## src/rtl/led_fade_sequencer.sv

```systemverilog
// led_fade_sequencer
// Steps through a writable RGB palette. For each entry the brightness ramps
// up, holds at full scale for a set number of periods, then ramps back down.
// One brightness step is taken per tick_i, which is the brightness
// modulator's period-done pulse. Every output comes straight from a register.
module led_fade_sequencer #(
   parameter int NUM_COLORS   = 8,
   parameter int BRTNS_W      = 5,
   parameter int HOLD_PERIODS = 16,
   parameter int IDX_W        = $clog2(NUM_COLORS)
) (
   input  logic               clk_i,
   input  logic               rst_i,
   input  logic               en_i,
   input  logic               tick_i,
   input  logic               wr_en_i,
   input  logic [IDX_W-1:0]   wr_addr_i,
   input  logic [23:0]        wr_data_i,
   output logic [23:0]        color_o,
   output logic [BRTNS_W-1:0] brtns_o,
   output logic [1:0]         state_o,
   output logic [IDX_W-1:0]   idx_o,
   output logic               wrap_o
);

   localparam logic [BRTNS_W-1:0] BMAX      = '1;
   localparam int                 HC_W      = (HOLD_PERIODS > 1) ? $clog2(HOLD_PERIODS) : 1;
   localparam logic [HC_W-1:0]    HOLD_LAST = HC_W'(HOLD_PERIODS - 1);
   localparam logic [IDX_W-1:0]   IDX_LAST  = IDX_W'(NUM_COLORS - 1);

   typedef enum logic [1:0] {
      ST_IDLE     = 2'd0,
      ST_FADE_IN  = 2'd1,
      ST_HOLD     = 2'd2,
      ST_FADE_OUT = 2'd3
   } state_t;

   // Power-on palette; entries beyond the eighth start black.
   function automatic logic [23:0] default_color(input int i);
      case (i)
         0:       return 24'hFF0000;
         1:       return 24'h00FF00;
         2:       return 24'h0000FF;
         3:       return 24'hFFFF00;
         4:       return 24'hFF00FF;
         5:       return 24'h00FFFF;
         6:       return 24'hFFFFFF;
         7:       return 24'hFF8000;
         default: return 24'h000000;
      endcase
   endfunction

   state_t               state_reg, state_next;
   logic [BRTNS_W-1:0]   brtns_reg, brtns_next;
   logic [23:0]          color_reg, color_next;
   logic [IDX_W-1:0]     idx_reg, idx_next;
   logic [HC_W-1:0]      hold_cnt_reg, hold_cnt_next;
   logic                 wrap_reg, wrap_next;
   logic                 load_color;
   logic [IDX_W-1:0]     load_idx;
   logic [23:0]          palette [NUM_COLORS];

   // Palette held in registers (each entry must restore its own default on
   // reset). An address past the last entry matches no entry and is dropped.
   for (genvar gi = 0; gi < NUM_COLORS; gi++) begin : g_palette
      localparam logic [23:0] RST_COLOR = default_color(gi);
      logic [23:0] entry_reg;

      // Entry register: default on reset, write data on an address match.
      always_ff @(posedge clk_i or posedge rst_i) begin
         if (rst_i) begin
            entry_reg <= RST_COLOR;
         end else if (wr_en_i && (wr_addr_i == IDX_W'(gi))) begin
            entry_reg <= wr_data_i;
         end
      end

      assign palette[gi] = entry_reg;
   end

   // Sequencer state register.
   always_ff @(posedge clk_i or posedge rst_i) begin
      if (rst_i) begin
         state_reg    <= ST_IDLE;
         brtns_reg    <= '0;
         color_reg    <= '0;
         idx_reg      <= '0;
         hold_cnt_reg <= '0;
         wrap_reg     <= 1'b0;
      end else begin
         state_reg    <= state_next;
         brtns_reg    <= brtns_next;
         color_reg    <= color_next;
         idx_reg      <= idx_next;
         hold_cnt_reg <= hold_cnt_next;
         wrap_reg     <= wrap_next;
      end
   end

   // Next-state logic: everything advances only on a tick.
   always_comb begin
      state_next    = state_reg;
      brtns_next    = brtns_reg;
      color_next    = color_reg;
      idx_next      = idx_reg;
      hold_cnt_next = hold_cnt_reg;
      wrap_next     = 1'b0;
      load_color    = 1'b0;
      load_idx      = idx_reg;

      if (tick_i) begin
         case (state_reg)
            ST_IDLE: begin
               if (en_i) begin
                  state_next = ST_FADE_IN;
                  load_color = 1'b1;
               end
            end
            ST_FADE_IN: begin
               if (!en_i) begin
                  state_next = ST_FADE_OUT;
               end else if (brtns_reg == BMAX) begin
                  state_next    = ST_HOLD;
                  hold_cnt_next = '0;
               end else begin
                  brtns_next = brtns_reg + 1'b1;
               end
            end
            ST_HOLD: begin
               if (!en_i || (hold_cnt_reg == HOLD_LAST)) begin
                  state_next = ST_FADE_OUT;
               end else begin
                  hold_cnt_next = hold_cnt_reg + 1'b1;
               end
            end
            ST_FADE_OUT: begin
               // The ramp down always finishes, whatever en_i does.
               if (brtns_reg != '0) begin
                  brtns_next = brtns_reg - 1'b1;
               end else begin
                  if (idx_reg == IDX_LAST) begin
                     idx_next  = '0;
                     wrap_next = 1'b1;
                  end else begin
                     idx_next = idx_reg + 1'b1;
                  end
                  load_idx = idx_next;
                  if (en_i) begin
                     state_next = ST_FADE_IN;
                     load_color = 1'b1;
                  end else begin
                     state_next = ST_IDLE;
                  end
               end
            end
            default: state_next = ST_IDLE;
         endcase
      end

      // A write landing on the entry being loaded wins over the stored value.
      if (load_color) begin
         if (wr_en_i && (wr_addr_i == load_idx)) begin
            color_next = wr_data_i;
         end else begin
            color_next = palette[load_idx];
         end
      end
   end

   assign color_o = color_reg;
   assign brtns_o = brtns_reg;
   assign state_o = state_reg;
   assign idx_o   = idx_reg;
   assign wrap_o  = wrap_reg;

endmodule

```

## config.mk

```make
export PLATFORM = sky130hd
export DESIGN_NAME = led_fade_sequencer
export DESIGN_NICKNAME = d
export VERILOG_FILES = /design/src/rtl/led_fade_sequencer.sv
export SDC_FILE = /design/constraint.sdc
export NUM_CORES = 1
export LEC_CHECK = 0
export CORE_MARGIN = 2
export CORE_UTILIZATION = 38
export CTS_BUF_LIST = sky130_fd_sc_hd__clkbuf_4
export CTS_CLUSTER_DIAMETER = 40
export DETAILED_ROUTE_END_ITERATION = 10
export PLACE_DENSITY = 0.59
export SLEW_MARGIN = 25
export SYNTH_ARGS = -nofsm -noshare
export SYNTH_HDL_FRONTEND = slang
export SYNTH_SLANG_ARGS = --single-unit
```

## constraint.sdc

```tcl
create_clock -name clk_i -period 15.35 [get_ports clk_i]
set_input_delay 3.07 -clock clk_i [delete_from_list [all_inputs] [get_ports clk_i]]
set_output_delay 3.07 -clock clk_i [all_outputs]
set_load 0.03 [all_outputs]
```

=== Word-level counts from Yosys, hierarchy flattened ===
Index checks and enable logic that the tools add are counted.

* Register bits: 231
* Input bits: 32

* Add/sub/neg operators: 4
* Order comparisons: 1
* Equality and inequality tests: 23
* Multiplexer cells: 31
* Bitwise logic cells: 1
* Reductions and logical operators: 19

{| class="wikitable"
|+ Operator list
! operator !! number
|-
| binary-select mux 24 bit (select 3 bit) || 1
|-
| two-way mux 24 bit || 3
|-
| != test 2 bit (second input constant) || 8
|-
| == test 3 bit (second input constant) || 5
|-
| two-way mux 5 bit || 3
|-
| AND reduction 5 bit || 3
|-
| two-way mux 3 bit || 4
|-
| two-way mux 4 bit || 3
|-
| two-way mux 2 bit || 5
|-
| one-hot mux 5 bit (2 select lines) || 1
|-
| logical AND 1 bit || 9
|-
| two-way mux 1 bit || 8
|-
| one-hot mux 2 bit (4 select lines) || 1
|-
| one-hot mux 4 bit (2 select lines) || 1
|-
| == test 3 x 2 -> 1 bit (second input constant) || 2
|-
| adder 5 x 1 -> 5 bit (second input constant) || 1
|-
| == test 5 bit (second input constant) || 1
|-
| nonzero test 5 bit || 1
|-
| subtractor 5 x 1 -> 5 bit (second input constant) || 1
|-
| adder 4 x 1 -> 4 bit (second input constant) || 1
|-
| == test 2 bit (second input constant) || 2
|-
| == test 4 bit (second input constant) || 1
|-
| greater-or-equal comparator 4 bit (second input constant) || 1
|-
| NOT 3 -> 4 bit || 1
|-
| other kinds (11) || 12
|}

=== Longest topological paths before layout ===
Gate-level depths: netlist of run 1.

* Word-level depth: 10
* Mapped depth: 10
* Mapped depth without buffers: 9

=== Worst setup path after synthesis of run 1 ===
Ideal clock, no wire load.

* Path type: input port to flip-flop
* From: input port wr_addr_i[2]
* To: register g_palette[1].entry_reg[0]
* Library setup time: 0.125 ns
* Arrival: 4.659 ns
* Required time: 15.225 ns
* Setup slack: 10.567 ns
* Cell stages on the path: 5
* Cells stage by stage: clkbuf_1 > nand2b_1 > nor3b_1 > clkbuf_1 > mux2_2

* Cells in the longest elaborated chain, start to end: 2

{| class="wikitable"
|+ Ends and longest elaborated chain
! what !! line !! source
|-
| start: declaration || 17 || <nowiki>input logic [IDX_W-1:0] wr_addr_i,</nowiki>
|-
| == test 3 x 1 -> 1 bit || 73 || <nowiki>end else if (wr_en_i && (wr_addr_i == IDX_W'(gi))) begin</nowiki>
|-
| logical AND 1 bit || 73 ||
|-
| end signal: assignment || 74 || <nowiki>entry_reg <= wr_data_i;</nowiki>
|-
| end: declaration || 67 || <nowiki>logic [23:0] entry_reg;</nowiki>
|}

No other way between the ends.
A chain may end at the register's enable or synchronous reset.

=== Worst setup path in the final report of run 1 ===
* From: input port tick_i
* To: register color_reg[23], in the netlist color_o[23]

* Cells in the longest elaborated chain, start to end: 6
* Elaborated cells between the ends (all ways): 9
* Those cells by class: eq/ne: 1; mux: 6; bitwise: 1; reduce/logical: 1

{| class="wikitable"
|+ Ends and longest elaborated chain
! what !! line !! source
|-
| start: declaration || 15 || <nowiki>input logic tick_i,</nowiki>
|-
| two-way mux 3 bit || 111 || <nowiki>if (tick_i) begin</nowiki>
|-
| NOT 3 -> 4 bit (implied by the code) || 165 || <nowiki>color_next = palette[load_idx];</nowiki>
|-
| binary-select mux 24 bit (select 3 bit) || 165 ||
|-
| two-way mux 24 bit (implied by the code) (2 in series) || 165 ||
|-
| two-way mux 24 bit || 162 || <nowiki>if (wr_en_i && (wr_addr_i == load_idx)) begin</nowiki>
|-
| end signal: assignment || 93 || <nowiki>color_reg <= color_next;</nowiki>
|-
| end: declaration || 55 || <nowiki>logic [23:0] color_reg, color_next;</nowiki>
|}

Several ways; a longest one is shown, not always the timed one. The select of a mux whose other input is x is not followed.

==> flow_results.xml, run 1 <==
<?xml version="1.0" encoding="UTF-8"?>
<metrics>
  <group name="die">
    <metric name="die_area" unit="um2">31320</metric>
    <metric name="width_of_the_die" unit="um">177.0</metric>
    <metric name="floorplan.rows" unit="">63</metric>
    <metric name="start_util" unit="">0.3847</metric>
    <metric name="ios" unit="">67</metric>
    <metric name="design.core.area" unit="um2">29560</metric>
    <metric name="dieHeight" unit="um">177.0</metric>
  </group>
  <group name="synth">
    <metric name="yosys_most_used_dff" unit="">sky130_fd_sc_hd__dfrtp_1</metric>
    <metric name="seq_area_frac_synth" unit="">0.5199</metric>
    <metric name="xor_xnor_portion_of_the_synthesized_cell_area" unit="">0.005392</metric>
    <metric name="synth_cell_types" unit="">45</metric>
    <metric name="post_synth_instance_area" unit="um2">11370</metric>
    <metric name="synth_enable_flop_cells" unit="">0</metric>
    <metric name="synth_async_sr_flop_share" unit="">1.000</metric>
    <metric name="synth-warning-count" unit="">0</metric>
    <metric name="synth-compound-area-share" unit="">0.1325</metric>
    <metric name="synth-simple-area-share" unit="">0.09540</metric>
    <metric name="synth_adder_area_share" unit="">0.01386</metric>
    <metric name="postSynthAreaPerCell" unit="um2">11.27</metric>
    <metric name="muxShareOfSynthArea" unit="">0.1989</metric>
    <metric name="synth.net_count" unit="">1053</metric>
    <metric name="dominant_combinational_cell_family_by_area_after_synthesis" unit="">multiplexers</metric>
    <metric name="syn-instance-count" unit="">1009</metric>
    <metric name="synth_seq_cells" unit="">231</metric>
  </group>
  <group name="layout">
    <metric name="largest_register_ffs" unit="">192</metric>
    <metric name="area.growth.synth_to_final" unit="%">17.70</metric>
    <metric name="nNetsFinal" unit="">1128</metric>
    <metric name="final_layout_size_suffix_gt1_frac" unit="">0.4120</metric>
    <metric name="final_design_area_no_fill" unit="um2">13380</metric>
  </group>
  <group name="sta">
    <metric name="postLayoutSetupSlackWorst" unit="ns">9.409</metric>
    <metric name="share_of_the_clock_period_used_by_the_worst_path" unit="">0.3870</metric>
    <metric name="max_slew.worst_pin.slew" unit="ns">1.005</metric>
    <metric name="setup_viol" unit="">0</metric>
    <metric name="finalHoldWorstSlack" unit="ns">0.4974</metric>
    <metric name="drv_slew" unit="">0</metric>
    <metric name="fmaxAchievable" unit="MHz">168.3</metric>
    <metric name="setup-tns-final" unit="ns">0</metric>
    <metric name="rsz0062_at_grt" unit="">no</metric>
    <metric name="layout_min_cycle_time" unit="ns">5.941</metric>
    <metric name="worst_clock_skew" unit="ns">0.05215</metric>
    <metric name="max_slew_margin" unit="">0.3303</metric>
    <metric name="finalHoldViolations" unit="">0</metric>
  </group>
  <group name="power_and_ir_drop">
    <metric name="clockPowerShare" unit="">0.269</metric>
    <metric name="powerDensity" unit="nW/um2">173.1</metric>
    <metric name="share_comb_of_total_power" unit="">0.336</metric>
    <metric name="netSwitchingFraction" unit="">0.3582</metric>
    <metric name="power.internal" unit="mW">1.487</metric>
    <metric name="power" unit="mW">2.317</metric>
    <metric name="leakagePower" unit="nW">5.450</metric>
    <metric name="peakVddDrop" unit="uV">79.32</metric>
    <metric name="net-switching-power" unit="uW">829.8</metric>
    <metric name="pwr-share-seq" unit="">0.395</metric>
  </group>
  <group name="clock_tree">
    <metric name="ctsHoldBuffers" unit="">0</metric>
    <metric name="number_of_gates_resized_after_cts" unit="">0</metric>
    <metric name="cts_made_buffers" unit="">66</metric>
    <metric name="cts_setup_buffers" unit="">0</metric>
    <metric name="cts.sinks" unit="">231</metric>
    <metric name="clk_pin_slew" unit="ns">0.06</metric>
    <metric name="cts_tree" unit="">yes</metric>
    <metric name="ctsHtreeMaxLevel" unit="">3</metric>
    <metric name="clockBufferDepth" unit="">3</metric>
    <metric name="clockRootBuffer" unit="">sky130_fd_sc_hd__clkbuf_4</metric>
    <metric name="insertion_delay_of_the_later_clocked_pin_in_the_worst_skew_pair" unit="ns">0.68</metric>
  </group>
  <group name="job">
    <metric name="max_cap_viols" unit="">0</metric>
  </group>
  <group name="worst_setup_path">
    <metric name="slowest_stage" unit="">sky130_fd_sc_hd__buf_4</metric>
    <metric name="worst_path_arrival" unit="ns">6.46</metric>
    <metric name="critical_path.endpoint_type" unit="">flop</metric>
    <metric name="worst_reg_to_reg_setup_slack" unit="ns">11.45</metric>
    <metric name="critical_path_peak_fanout" unit="">73</metric>
    <metric name="worst-setup-path-type" unit="">input port to flop</metric>
    <metric name="crit_path_cell_trace" unit="">clkdlybuf4s50_1 &gt; nand4bb_1 &gt; o21ai_4 &gt; buf_4 &gt; nand2_1 &gt; mux2_2 &gt; o221ai_1 &gt; o21ai_1</metric>
    <metric name="cpPeakStageDelay" unit="ns">0.83</metric>
    <metric name="worstPathRequired" unit="ns">15.87</metric>
    <metric name="worstSetupStartpointType" unit="">input port</metric>
  </group>
  <group name="drt">
    <metric name="drc" unit="">0</metric>
    <metric name="route.vias.total" unit="">8587</metric>
    <metric name="route.detailed.vias_per_inst" unit="">5.623</metric>
    <metric name="pre_repair_dr_iteration_count" unit="">4</metric>
    <metric name="post_drt_wl_per_cell" unit="um">20.71</metric>
    <metric name="postRouteWirelength" unit="um">31620</metric>
    <metric name="drt_iter0_drc" unit="">596</metric>
    <metric name="drt.antenna.violating_nets" unit="">0</metric>
  </group>
  <group name="global_routing">
    <metric name="grt_start_max_net_pins" unit="">116</metric>
    <metric name="globalRouteOverflowTotal" unit="">0</metric>
    <metric name="global_route.usage.total" unit="">0.2045</metric>
    <metric name="vias_in_the_first_global_route" unit="">8839</metric>
    <metric name="antenna_found_initial" unit="">1</metric>
    <metric name="grt_pass1_wl" unit="um">49750</metric>
  </group>
  <group name="placed_design">
    <metric name="place_ws" unit="ns">8.834</metric>
    <metric name="portBuffers" unit="">66</metric>
    <metric name="dp.final_hpwl" unit="um">15880</metric>
    <metric name="gp_routability_congestion" unit="">0.7592</metric>
    <metric name="detailed_place.area" unit="um2">12460</metric>
  </group>
  <group name="min_path">
    <metric name="hp-class" unit="">flop to flop</metric>
  </group>
  <group name="status">
    <metric name="status" unit="">finished, final reports clean</metric>
  </group>
</metrics>
==> cell type report <==
type | count | area (um2)
flip-flops and latches | 231 | 5912
clock buffers | 103 | 773.2
clock inverters | 17 | 142.6
inverters | 12 | 52.55
well taps | 390 | 488.0
repair buffers | 89 | 844.6
fillers | 2805 | 16180
multi-input cells | 684 | 5169
diodes | 1 | 2.502
==> placed cells by master, fill, tap and decap left out, types with 3 or more instances in the layout <==
cell type and n:
sky130_fd_sc_hd__mux2_2 200, sky130_fd_sc_hd__clkbuf_4 103, sky130_fd_sc_hd__xnor2_1 7, sky130_fd_sc_hd__clkdlybuf4s50_1 66, sky130_fd_sc_hd__nand2_1 37, sky130_fd_sc_hd__nand2b_1 5, sky130_fd_sc_hd__a21oi_1 99, sky130_fd_sc_hd__bufinv_16 3
sky130_fd_sc_hd__inv_1 11, sky130_fd_sc_hd__nand3_1 142, sky130_fd_sc_hd__a21o_1 4, sky130_fd_sc_hd__a31oi_2 3, sky130_fd_sc_hd__nor2_1 5, sky130_fd_sc_hd__nor3_2 5, sky130_fd_sc_hd__and3_1 3, sky130_fd_sc_hd__or3_1 5
sky130_fd_sc_hd__dfstp_2 105, sky130_fd_sc_hd__a31oi_1 3, sky130_fd_sc_hd__o41ai_2 15, sky130_fd_sc_hd__dfrtp_1 126, sky130_fd_sc_hd__clkinv_1 12, sky130_fd_sc_hd__o41ai_1 8, sky130_fd_sc_hd__o21ai_0 99, sky130_fd_sc_hd__ha_1 11
sky130_fd_sc_hd__buf_4 21
==> synthesized netlist by cell type, types with 2 or more instances <==
cell type | n | area, um2
sky130_fd_sc_hd__a21oi_1 | 99 | 495.5
sky130_fd_sc_hd__dfstp_2 | 105 | 2759
sky130_fd_sc_hd__o2111ai_1 | 2 | 17.52
sky130_fd_sc_hd__and3_1 | 3 | 18.77
sky130_fd_sc_hd__nand2b_1 | 5 | 31.28
sky130_fd_sc_hd__clkbuf_1 | 66 | 247.7
sky130_fd_sc_hd__nand3_1 | 142 | 710.7
sky130_fd_sc_hd__o41ai_1 | 8 | 70.07
sky130_fd_sc_hd__nor4_1 | 2 | 12.51
sky130_fd_sc_hd__a31oi_1 | 7 | 43.79
sky130_fd_sc_hd__o211ai_1 | 2 | 15.01
sky130_fd_sc_hd__buf_1 | 4 | 15.01
sky130_fd_sc_hd__dfrtp_1 | 126 | 3153
sky130_fd_sc_hd__o21ai_0 | 100 | 500.5
sky130_fd_sc_hd__buf_2 | 9 | 45.04
sky130_fd_sc_hd__nand2_1 | 37 | 138.9
sky130_fd_sc_hd__mux2_2 | 200 | 2252
sky130_fd_sc_hd__nor3_1 | 6 | 30.03
sky130_fd_sc_hd__ha_1 | 11 | 137.6
sky130_fd_sc_hd__o221ai_1 | 2 | 17.52
sky130_fd_sc_hd__inv_1 | 12 | 45.04
sky130_fd_sc_hd__a22o_1 | 2 | 17.52
sky130_fd_sc_hd__and2_1 | 2 | 12.51
sky130_fd_sc_hd__a21o_1 | 4 | 30.03
sky130_fd_sc_hd__a211oi_1 | 2 | 15.01
sky130_fd_sc_hd__nor2_1 | 5 | 18.77
sky130_fd_sc_hd__buf_6 | 3 | 33.78
sky130_fd_sc_hd__or3_1 | 5 | 31.28
sky130_fd_sc_hd__xnor2_1 | 7 | 61.31
sky130_fd_sc_hd__o41ai_2 | 15 | 244.0
sky130_fd_sc_hd__nand4_1 | 2 | 12.51
==> critical path, delay by kind of cell <==
kind,cells,cell delay [ns]
buffers and inverters,2,1.38
AO/OA/AOI/OAI,3,0.91
AND/OR/NAND/NOR,2,0.69
multiplexers,1,0.37
==> power groups by stage <==
stage	Combinational [mW]	Clock, mW	Sequential [mW]
floorplan	0.458	0	0.974
global placement	0.768	0	0.918
detailed placement	0.779	0	0.923
CTS	0.782	0.643	0.914
global route	0.853	0.675	0.935
finish	0.779	0.622	0.915
==> layer usage <==
layer	part of all wire	vias to the layer above	wire length, um	track usage
met1	0.46	4390	14570	0.2762
met3	0.044	67	1406	0.03845
li1	-	3899	-	-
met4	0.023	0	740	0.08609
met2	0.47	231	14900	0.3220
met5	0	-	0	0
==> through the flow <==
| step | instances | utilization |
|---|---|---|
| 6_report | 1527 | 0.4528 |
| 5_1_grt | 1527 | 0.4528 |
| 4_1_cts | 1526 | 0.4526 |
| 3_5_place_dp | 1406 | 0.4216 |
| 3_3_place_gp | 1405 | 0.4211 |
| 2_1_floorplan | 1009 | - |
==> worst paths after layout <==
check | cells past startpoint | end | startpoint
setup reg to reg | 8 | color_o[23]$_DFFE_PP0P_ | state_o[0]$_DFFE_PP0P_
hold reg to reg | 1 | g_palette[5].entry_reg[21]$_DFFE_PP0P_ | g_palette[5].entry_reg[21]$_DFFE_PP0P_
hold / removal | 1 | g_palette[5].entry_reg[21]$_DFFE_PP0P_ | g_palette[5].entry_reg[21]$_DFFE_PP0P_
setup / recovery | 8 | color_o[23]$_DFFE_PP0P_ | tick_i
max in group asynchronous | 4 | g_palette[0].entry_reg[4]$_DFFE_PP0P_ | rst_i
min in group asynchronous | 2 | g_palette[1].entry_reg[18]$_DFFE_PP0P_ | rst_i
==> logic make-up after synthesis <==
kind of cell,Yosys count
compound gates,248
xor+xnor,7
flops,231
buf+inv,94
simple gates,216
mux,201
fa+ha+maj,12
No activity file was read; power rests on OpenSTA's default activity.
==> inputs of run 2 (changes only) <==
==> constraint.sdc (replaced) <==
create_clock -name clk_i -period 5.55 [get_ports clk_i]
set_input_delay 1.11 -clock clk_i [delete_from_list [all_inputs] [get_ports clk_i]]
set_output_delay 1.11 -clock clk_i [all_outputs]
set_load 0.03 [all_outputs]
==> run 2 against run 1 <==
Via count about the same; worst hold slack worse by 0.023 ns; total power rose to 2.8 times the previous value; worst setup slack worse by 7.5 ns; clock skew down 0.0073 ns; combinational power rose to 2.8 times the previous value; critical path depth unchanged; core utilization up 0.28 points; sequential cell count unchanged; sequential power rose to 2.8 times the previous value; design area up 0.63%; wire length down 0.96%; largest power group unchanged; highest routed layer unchanged.
==> flow_results.xml, run 2 (same netlist as run 1, synthesis figures left out) <==
<?xml version="1.0" encoding="UTF-8"?>
<metrics>
  <group name="global_routing">
    <metric name="grt_start_max_net_pins" unit="">93</metric>
    <metric name="use_met3" unit="">0.03995</metric>
    <metric name="global_route.usage.total" unit="">0.2048</metric>
    <metric name="grtUsageMet2" unit="">0.3249</metric>
    <metric name="globalRoute.busiestLayer" unit="">met2</metric>
    <metric name="vias_in_the_first_global_route" unit="">8746</metric>
    <metric name="globalRouteOverflowTotal" unit="">0</metric>
    <metric name="grt_use_met1" unit="">0.2804</metric>
    <metric name="antenna_found_initial" unit="">1</metric>
    <metric name="grt_pass1_wl" unit="um">49640</metric>
  </group>
  <group name="drt">
    <metric name="route.detailed.vias_per_inst" unit="">5.607</metric>
    <metric name="drt_iter0_drc" unit="">600</metric>
    <metric name="pre_repair_dr_iteration_count" unit="">5</metric>
    <metric name="postRouteWirelength" unit="um">31320</metric>
    <metric name="drt.antenna.violating_nets" unit="">0</metric>
    <metric name="route.vias.total" unit="">8590</metric>
    <metric name="drc" unit="">0</metric>
    <metric name="post_drt_wl_per_cell" unit="um">20.44</metric>
  </group>
  <group name="layout">
    <metric name="largest_register_ffs" unit="">192</metric>
    <metric name="finish.cell_count_without_fillers" unit="">1532</metric>
    <metric name="sequential_cell_area" unit="um2">5912</metric>
    <metric name="layout_commonest_cell" unit="">sky130_fd_sc_hd__mux2_2</metric>
    <metric name="final_layout_size_suffix_gt1_frac" unit="">0.4145</metric>
    <metric name="area.growth.synth_to_final" unit="%">18.44</metric>
    <metric name="n_fill_cell" unit="">2825</metric>
    <metric name="mostFrequentLayoutCells" unit="">sky130_fd_sc_hd__mux2_2 (200), sky130_fd_sc_hd__nand3_1 (142), sky130_fd_sc_hd__dfrtp_1 (126), sky130_fd_sc_hd__clkbuf_4 (105), sky130_fd_sc_hd__dfstp_2 (105)</metric>
    <metric name="nNetsFinal" unit="">1131</metric>
    <metric name="multi_input_area" unit="um2">5169</metric>
  </group>
  <group name="power_and_ir_drop">
    <metric name="peakVddDrop" unit="uV">228.6</metric>
    <metric name="leakagePower" unit="nW">5.484</metric>
    <metric name="powerDensity" unit="nW/um2">478.6</metric>
  </group>
  <group name="clock_tree">
    <metric name="ctsHoldBuffers" unit="">0</metric>
    <metric name="cts_made_buffers" unit="">67</metric>
    <metric name="cts_setup_buffers" unit="">0</metric>
    <metric name="number_of_gates_resized_after_cts" unit="">0</metric>
    <metric name="clk_pin_slew" unit="ns">0.06</metric>
    <metric name="insertion_delay_of_the_later_clocked_pin_in_the_worst_skew_pair" unit="ns">0.66</metric>
    <metric name="cts.sinks" unit="">231</metric>
    <metric name="clockBufferDepth" unit="">3</metric>
    <metric name="cts_tree" unit="">yes</metric>
    <metric name="clockRootBuffer" unit="">sky130_fd_sc_hd__clkbuf_4</metric>
    <metric name="ctsHtreeMaxLevel" unit="">3</metric>
  </group>
  <group name="placed_design">
    <metric name="dp.final_hpwl" unit="um">16640</metric>
    <metric name="dp.cells" unit="">1408</metric>
    <metric name="portBuffers" unit="">66</metric>
    <metric name="gp_routability_congestion" unit="">0.7362</metric>
  </group>
  <group name="worst_setup_path">
    <metric name="critical_path.endpoint_type" unit="">flop</metric>
    <metric name="worstPathRequired" unit="ns">6.11</metric>
    <metric name="worst_reg_to_reg_setup_slack" unit="ns">2.02</metric>
    <metric name="worstSetupStartpointType" unit="">input port</metric>
    <metric name="crit_path_cell_trace" unit="">clkdlybuf4s50_1 &gt; nand4bb_1 &gt; nor2_1 &gt; o221ai_1 &gt; a31oi_4 &gt; buf_4 &gt; o41ai_2 &gt; nand3_1</metric>
    <metric name="slowest_stage" unit="">sky130_fd_sc_hd__a31oi_4</metric>
    <metric name="worst_path_arrival" unit="ns">4.22</metric>
    <metric name="critical_path_peak_fanout" unit="">17</metric>
    <metric name="cpPeakStageDelay" unit="ns">0.80</metric>
    <metric name="worst-setup-path-type" unit="">input port to flop</metric>
  </group>
  <group name="die">
    <metric name="width_of_the_die" unit="um">177.0</metric>
    <metric name="design.core.area" unit="um2">29560</metric>
    <metric name="dieHeight" unit="um">177.0</metric>
    <metric name="start_util" unit="">0.3847</metric>
    <metric name="ios" unit="">67</metric>
    <metric name="floorplan.rows" unit="">63</metric>
    <metric name="die_area" unit="um2">31320</metric>
  </group>
  <group name="sta">
    <metric name="setup_viol" unit="">0</metric>
    <metric name="setup-tns-final" unit="ns">0</metric>
    <metric name="worst_clock_skew" unit="ns">0.04488</metric>
    <metric name="layout_min_cycle_time" unit="ns">3.663</metric>
    <metric name="drv_slew" unit="">0</metric>
    <metric name="max_slew.worst_pin.slew" unit="ns">0.9471</metric>
    <metric name="fmaxAchievable" unit="MHz">273.0</metric>
    <metric name="max_slew_margin" unit="">0.3686</metric>
    <metric name="rsz0062_at_grt" unit="">no</metric>
    <metric name="finalHoldViolations" unit="">0</metric>
    <metric name="share_of_the_clock_period_used_by_the_worst_path" unit="">0.6600</metric>
  </group>
  <group name="job">
    <metric name="max_cap_viols" unit="">0</metric>
  </group>
  <group name="min_path">
    <metric name="hp-class" unit="">flop to flop</metric>
  </group>
  <group name="status">
    <metric name="status" unit="">finished, final reports clean</metric>
  </group>
</metrics>
run 2: stage by stage:
step / worst slack [ns] / instance area [um2] / hold WS [ns] / power, mW / utilization
2_1_floorplan: 1.504 / 11370 / 0.4728 / 3.963 / -
3_3_place_gp: 1.336 / 12510 / 0.4613 / 4.690 / 0.4232
3_5_place_dp: 1.235 / 12530 / 0.4661 / 4.735 / 0.4238
4_1_cts: 1.912 / 13470 / 0.4806 / 6.523 / 0.4555
5_1_grt: 1.685 / 13470 / 0.5128 / 6.858 / 0.4556
6_report: 1.887 / 13470 / 0.4742 / 6.446 / 0.4556
run 2: layout make-up:
type | count | area share
Antenna cell | 1 | 0.0001858
Sequential cell | 231 | 0.4390
Clock buffer | 105 | 0.05853
Tap cell | 390 | 0.03623
Timing Repair Buffer | 91 | 0.06763
Inverter | 12 | 0.003623
Multi-Input combinational cell | 684 | 0.3838
Clock inverter | 18 | 0.01106
run 2: worst paths after layout:
kind	from	depth (start not counted)	to
setup / recovery	tick_i	8	color_o[20]$_DFFE_PP0P_
hold reg to reg	color_o[0]$_DFFE_PP0P_	2	color_o[0]$_DFFE_PP0P_
hold / removal	color_o[0]$_DFFE_PP0P_	2	color_o[0]$_DFFE_PP0P_
setup reg to reg	state_o[1]$_DFFE_PP0P_	8	color_o[20]$_DFFE_PP0P_
min in group asynchronous	rst_i	2	brtns_o[4]$_DFFE_PP0P_
max in group asynchronous	rst_i	3	g_palette[4].entry_reg[3]$_DFFE_PP1P_
run 2: where the power goes:
group	switching, mW	leakage [nW]	internal (mW)
Combinational	1.26	2.28	0.909
Sequential	0.286	2.65	2.24
Clock	0.744	0.556	1.00
run 2: per-layer routing:
layer / part of all wire / vias to the layer above
met2: 0.47 / 219
met5: 0 / -
met3: 0.047 / 53
met4: 0.019 / 0
li1: - / 3915
met1: 0.46 / 4403
run 2: critical path, delay by kind of cell:
family	cells	cell delay, ns
AOI/OAI and AO/OA	3	1.17
buffers and inverters	2	0.92
and+or+nand+nor	3	1.00
==> inputs of run 3 (changes only) <==
--- a/config.mk
+++ b/config.mk
@@ -10,7 +10,7 @@
 export CTS_BUF_LIST = sky130_fd_sc_hd__clkbuf_4
 export CTS_CLUSTER_DIAMETER = 40
 export DETAILED_ROUTE_END_ITERATION = 10
-export PLACE_DENSITY = 0.59
+export PLACE_DENSITY = 0.61
 export SLEW_MARGIN = 25
 export SYNTH_ARGS = -nofsm -noshare
 export SYNTH_HDL_FRONTEND = slang
==> constraint.sdc (replaced) <==
create_clock -name clk_i -period 2.95 [get_ports clk_i]
set_input_delay 0.59 -clock clk_i [delete_from_list [all_inputs] [get_ports clk_i]]
set_output_delay 0.59 -clock clk_i [all_outputs]
set_load 0.03 [all_outputs]
==> run 3 against run 2 <==
Wire length grew 0.77%; first-iteration DRC count shrank 3.8%; die area is the same; non-clock buffer count grew 18; global-route usage grew 0.30 points; clock power grew 82%; sequential cell count is the same; sequential share of layout area shrank 1.0 points; worst setup slack lost 1.6 ns; final cell count grew 1.2%; clock skew shrank 0.0051 ns; sequential power grew 87%.
==> flow_results.xml, run 3 (same netlist as run 1, synthesis figures left out) <==
<?xml version="1.0" encoding="UTF-8"?>
<metrics>
  <group name="drt">
    <metric name="met2_length" unit="um">14980</metric>
    <metric name="highest_layer" unit="">met4</metric>
    <metric name="metal_1_wl" unit="um">14110</metric>
    <metric name="pre_repair_dr_iteration_count" unit="">5</metric>
    <metric name="route.met3.wl" unit="um">1784</metric>
    <metric name="route.vias.total" unit="">8748</metric>
    <metric name="drc" unit="">0</metric>
    <metric name="post_drt_wl_per_cell" unit="um">20.36</metric>
    <metric name="drt.antenna.violating_nets" unit="">0</metric>
    <metric name="drt_iter0_drc" unit="">577</metric>
    <metric name="postRouteWirelength" unit="um">31560</metric>
    <metric name="route.detailed.vias_per_inst" unit="">5.644</metric>
  </group>
  <group name="global_routing">
    <metric name="global_route.usage.total" unit="">0.2078</metric>
    <metric name="grt_start_max_net_pins" unit="">73</metric>
    <metric name="globalRouteOverflowTotal" unit="">0</metric>
    <metric name="grt_pass1_wl" unit="um">50660</metric>
    <metric name="antenna_found_initial" unit="">3</metric>
    <metric name="vias_in_the_first_global_route" unit="">8994</metric>
  </group>
  <group name="power_and_ir_drop">
    <metric name="power.internal" unit="mW">7.853</metric>
    <metric name="netSwitchingFraction" unit="">0.3574</metric>
    <metric name="pwr-share-seq" unit="">0.387</metric>
    <metric name="clockPowerShare" unit="">0.260</metric>
    <metric name="share_comb_of_total_power" unit="">0.353</metric>
    <metric name="peakVddDrop" unit="uV">447.4</metric>
    <metric name="net-switching-power" unit="mW">4.368</metric>
    <metric name="powerDensity" unit="nW/um2">886.5</metric>
    <metric name="power" unit="mW">12.22</metric>
    <metric name="leakagePower" unit="nW">5.635</metric>
  </group>
  <group name="die">
    <metric name="die_area" unit="um2">31320</metric>
    <metric name="start_util" unit="">0.3847</metric>
    <metric name="dieHeight" unit="um">177.0</metric>
    <metric name="floorplan.rows" unit="">63</metric>
    <metric name="width_of_the_die" unit="um">177.0</metric>
    <metric name="ios" unit="">67</metric>
    <metric name="design.core.area" unit="um2">29560</metric>
  </group>
  <group name="placed_design">
    <metric name="gp_routability_congestion" unit="">0.7644</metric>
    <metric name="dp.final_hpwl" unit="um">16940</metric>
    <metric name="place_ws" unit="ns">0.06028</metric>
    <metric name="portBuffers" unit="">66</metric>
  </group>
  <group name="clock_tree">
    <metric name="insertion_delay_of_the_later_clocked_pin_in_the_worst_skew_pair" unit="ns">0.71</metric>
    <metric name="clockBufferDepth" unit="">3</metric>
    <metric name="clockRootBuffer" unit="">sky130_fd_sc_hd__clkbuf_4</metric>
    <metric name="ctsHtreeMaxLevel" unit="">3</metric>
    <metric name="cts_made_buffers" unit="">67</metric>
    <metric name="cts_setup_buffers" unit="">0</metric>
    <metric name="cts.sinks" unit="">231</metric>
    <metric name="clk_pin_slew" unit="ns">0.06</metric>
    <metric name="cts_tree" unit="">yes</metric>
    <metric name="number_of_gates_resized_after_cts" unit="">0</metric>
    <metric name="ctsHoldBuffers" unit="">0</metric>
  </group>
  <group name="sta">
    <metric name="postLayoutSetupSlackWorst" unit="ns">0.3160</metric>
    <metric name="drv_slew" unit="">0</metric>
    <metric name="setup_viol" unit="">0</metric>
    <metric name="finalHoldWorstSlack" unit="ns">0.4250</metric>
    <metric name="setup-tns-final" unit="ns">0</metric>
    <metric name="fmaxAchievable" unit="MHz">379.6</metric>
    <metric name="max_slew_margin" unit="">0.5931</metric>
    <metric name="layout_min_cycle_time" unit="ns">2.634</metric>
    <metric name="max_slew.worst_pin.slew" unit="ns">0.6097</metric>
    <metric name="rsz0062_at_grt" unit="">no</metric>
    <metric name="finalHoldViolations" unit="">0</metric>
    <metric name="worst_clock_skew" unit="ns">0.03979</metric>
    <metric name="share_of_the_clock_period_used_by_the_worst_path" unit="">0.8929</metric>
  </group>
  <group name="worst_setup_path">
    <metric name="crit-reg2reg-capture" unit="">color_o[8]$_DFFE_PP0P_</metric>
    <metric name="worst-setup-path-type" unit="">flop to flop</metric>
    <metric name="timing.reg2reg.worst_path_depth" unit="">7</metric>
    <metric name="worst_path_arrival" unit="ns">3.20</metric>
    <metric name="worst_reg_to_reg_setup_slack" unit="ns">0.32</metric>
    <metric name="critical_path_peak_fanout" unit="">51</metric>
    <metric name="worstSetupStartpointType" unit="">flop</metric>
    <metric name="critical_path.endpoint_type" unit="">flop</metric>
    <metric name="worstPathRequired" unit="ns">3.52</metric>
    <metric name="reg2reg_from" unit="">brtns_o[0]$_DFFE_PP0P_</metric>
  </group>
  <group name="min_path">
    <metric name="hp-class" unit="">input port to async pin</metric>
  </group>
  <group name="layout">
    <metric name="nNetsFinal" unit="">1149</metric>
    <metric name="layout_commonest_cell" unit="">sky130_fd_sc_hd__mux2_2</metric>
    <metric name="mostFrequentLayoutCells" unit="">sky130_fd_sc_hd__mux2_2 (200), sky130_fd_sc_hd__nand3_1 (142), sky130_fd_sc_hd__dfrtp_1 (126), sky130_fd_sc_hd__clkbuf_4 (105), sky130_fd_sc_hd__dfstp_2 (105)</metric>
    <metric name="area.growth.synth_to_final" unit="%">21.24</metric>
    <metric name="largest_register_ffs" unit="">192</metric>
    <metric name="n_fill_cell" unit="">2765</metric>
    <metric name="final_layout_size_suffix_gt1_frac" unit="">0.4242</metric>
  </group>
  <group name="job">
    <metric name="max_cap_viols" unit="">0</metric>
  </group>
  <group name="status">
    <metric name="status" unit="">finished, final reports clean</metric>
  </group>
</metrics>
## run 3: cell types whose count changed in the layout (fill, tap and decap cells not counted), moves of 2 or more
cell                       change
sky130_fd_sc_hd__inv_2         +2
sky130_fd_sc_hd__clkinv_1      -3
sky130_fd_sc_hd__buf_12       +18
sky130_fd_sc_hd__clkinv_2      -2
sky130_fd_sc_hd__diode_2       +4
## run 3: worst max-delay path by stage
stage                              endpoint                   start  depth (start not counted)  slack [ns]
floorplan            brtns_o[0]$_DFFE_PP0P_                   rst_i                          1       -0.58
global placement    color_o[18]$_DFFE_PP0P_                  tick_i                          8        0.09
detailed placement  color_o[18]$_DFFE_PP0P_                  tick_i                         10        0.06
CTS                 color_o[15]$_DFFE_PP0P_  brtns_o[0]$_DFFE_PP0P_                          7        0.34
global route        color_o[15]$_DFFE_PP0P_  state_o[1]$_DFFE_PP0P_                          8        0.16
finish               color_o[8]$_DFFE_PP0P_  brtns_o[0]$_DFFE_PP0P_                          7        0.32
## run 3: critical path: stages (launching register included)
cell and delay, ns:
sky130_fd_sc_hd__dfrtp_1 0.44, sky130_fd_sc_hd__or3_1 0.56, sky130_fd_sc_hd__or4_4 0.59, sky130_fd_sc_hd__buf_12 0.21, sky130_fd_sc_hd__nand3_1 0.12, sky130_fd_sc_hd__a21oi_1 0.07, sky130_fd_sc_hd__o41ai_1 0.38, sky130_fd_sc_hd__nand3_1 0.12
## run 3: power groups by stage
stage | Combinational, mW | Sequential [mW] | Clock [mW]
4_1_cts | 4.32 | 4.73 | 3.27
3_3_place_gp | 4.25 | 4.76 | 0
6_report | 4.31 | 4.73 | 3.17
5_1_grt | 4.70 | 4.85 | 3.46
2_1_floorplan | 2.38 | 5.07 | 0
3_5_place_dp | 4.30 | 4.77 | 0
## run 3: routing by layer
layer  vias up  GRT usage
met1      4434     0.2806
met3        62    0.04790
li1       3940          -
met5         -          0
met2       312     0.3299
met4         0    0.06784
## run 3: through the flow
step | cell area, um2 | std cells | utilization
5_1_grt | 13790 | 1550 | 0.4664
4_1_cts | 13770 | 1545 | 0.4659
3_5_place_dp | 12880 | 1426 | 0.4357
3_3_place_gp | 12880 | 1426 | 0.4357
6_report | 13790 | 1550 | 0.4664
2_1_floorplan | 11370 | 1009 | -
## run 3: layout make-up
cell class,instances,area (um2),area share
flip-flops and latches,231,5912,0.4288
clock inverters,14,105.1,0.007624
repair buffers,109,1271,0.09221
well taps,390,488.0,0.03540
multi-input cells,684,5160,0.3743
inverters,12,48.80,0.003540
clock buffers,105,788.3,0.05718
diodes,5,12.51,0.0009076
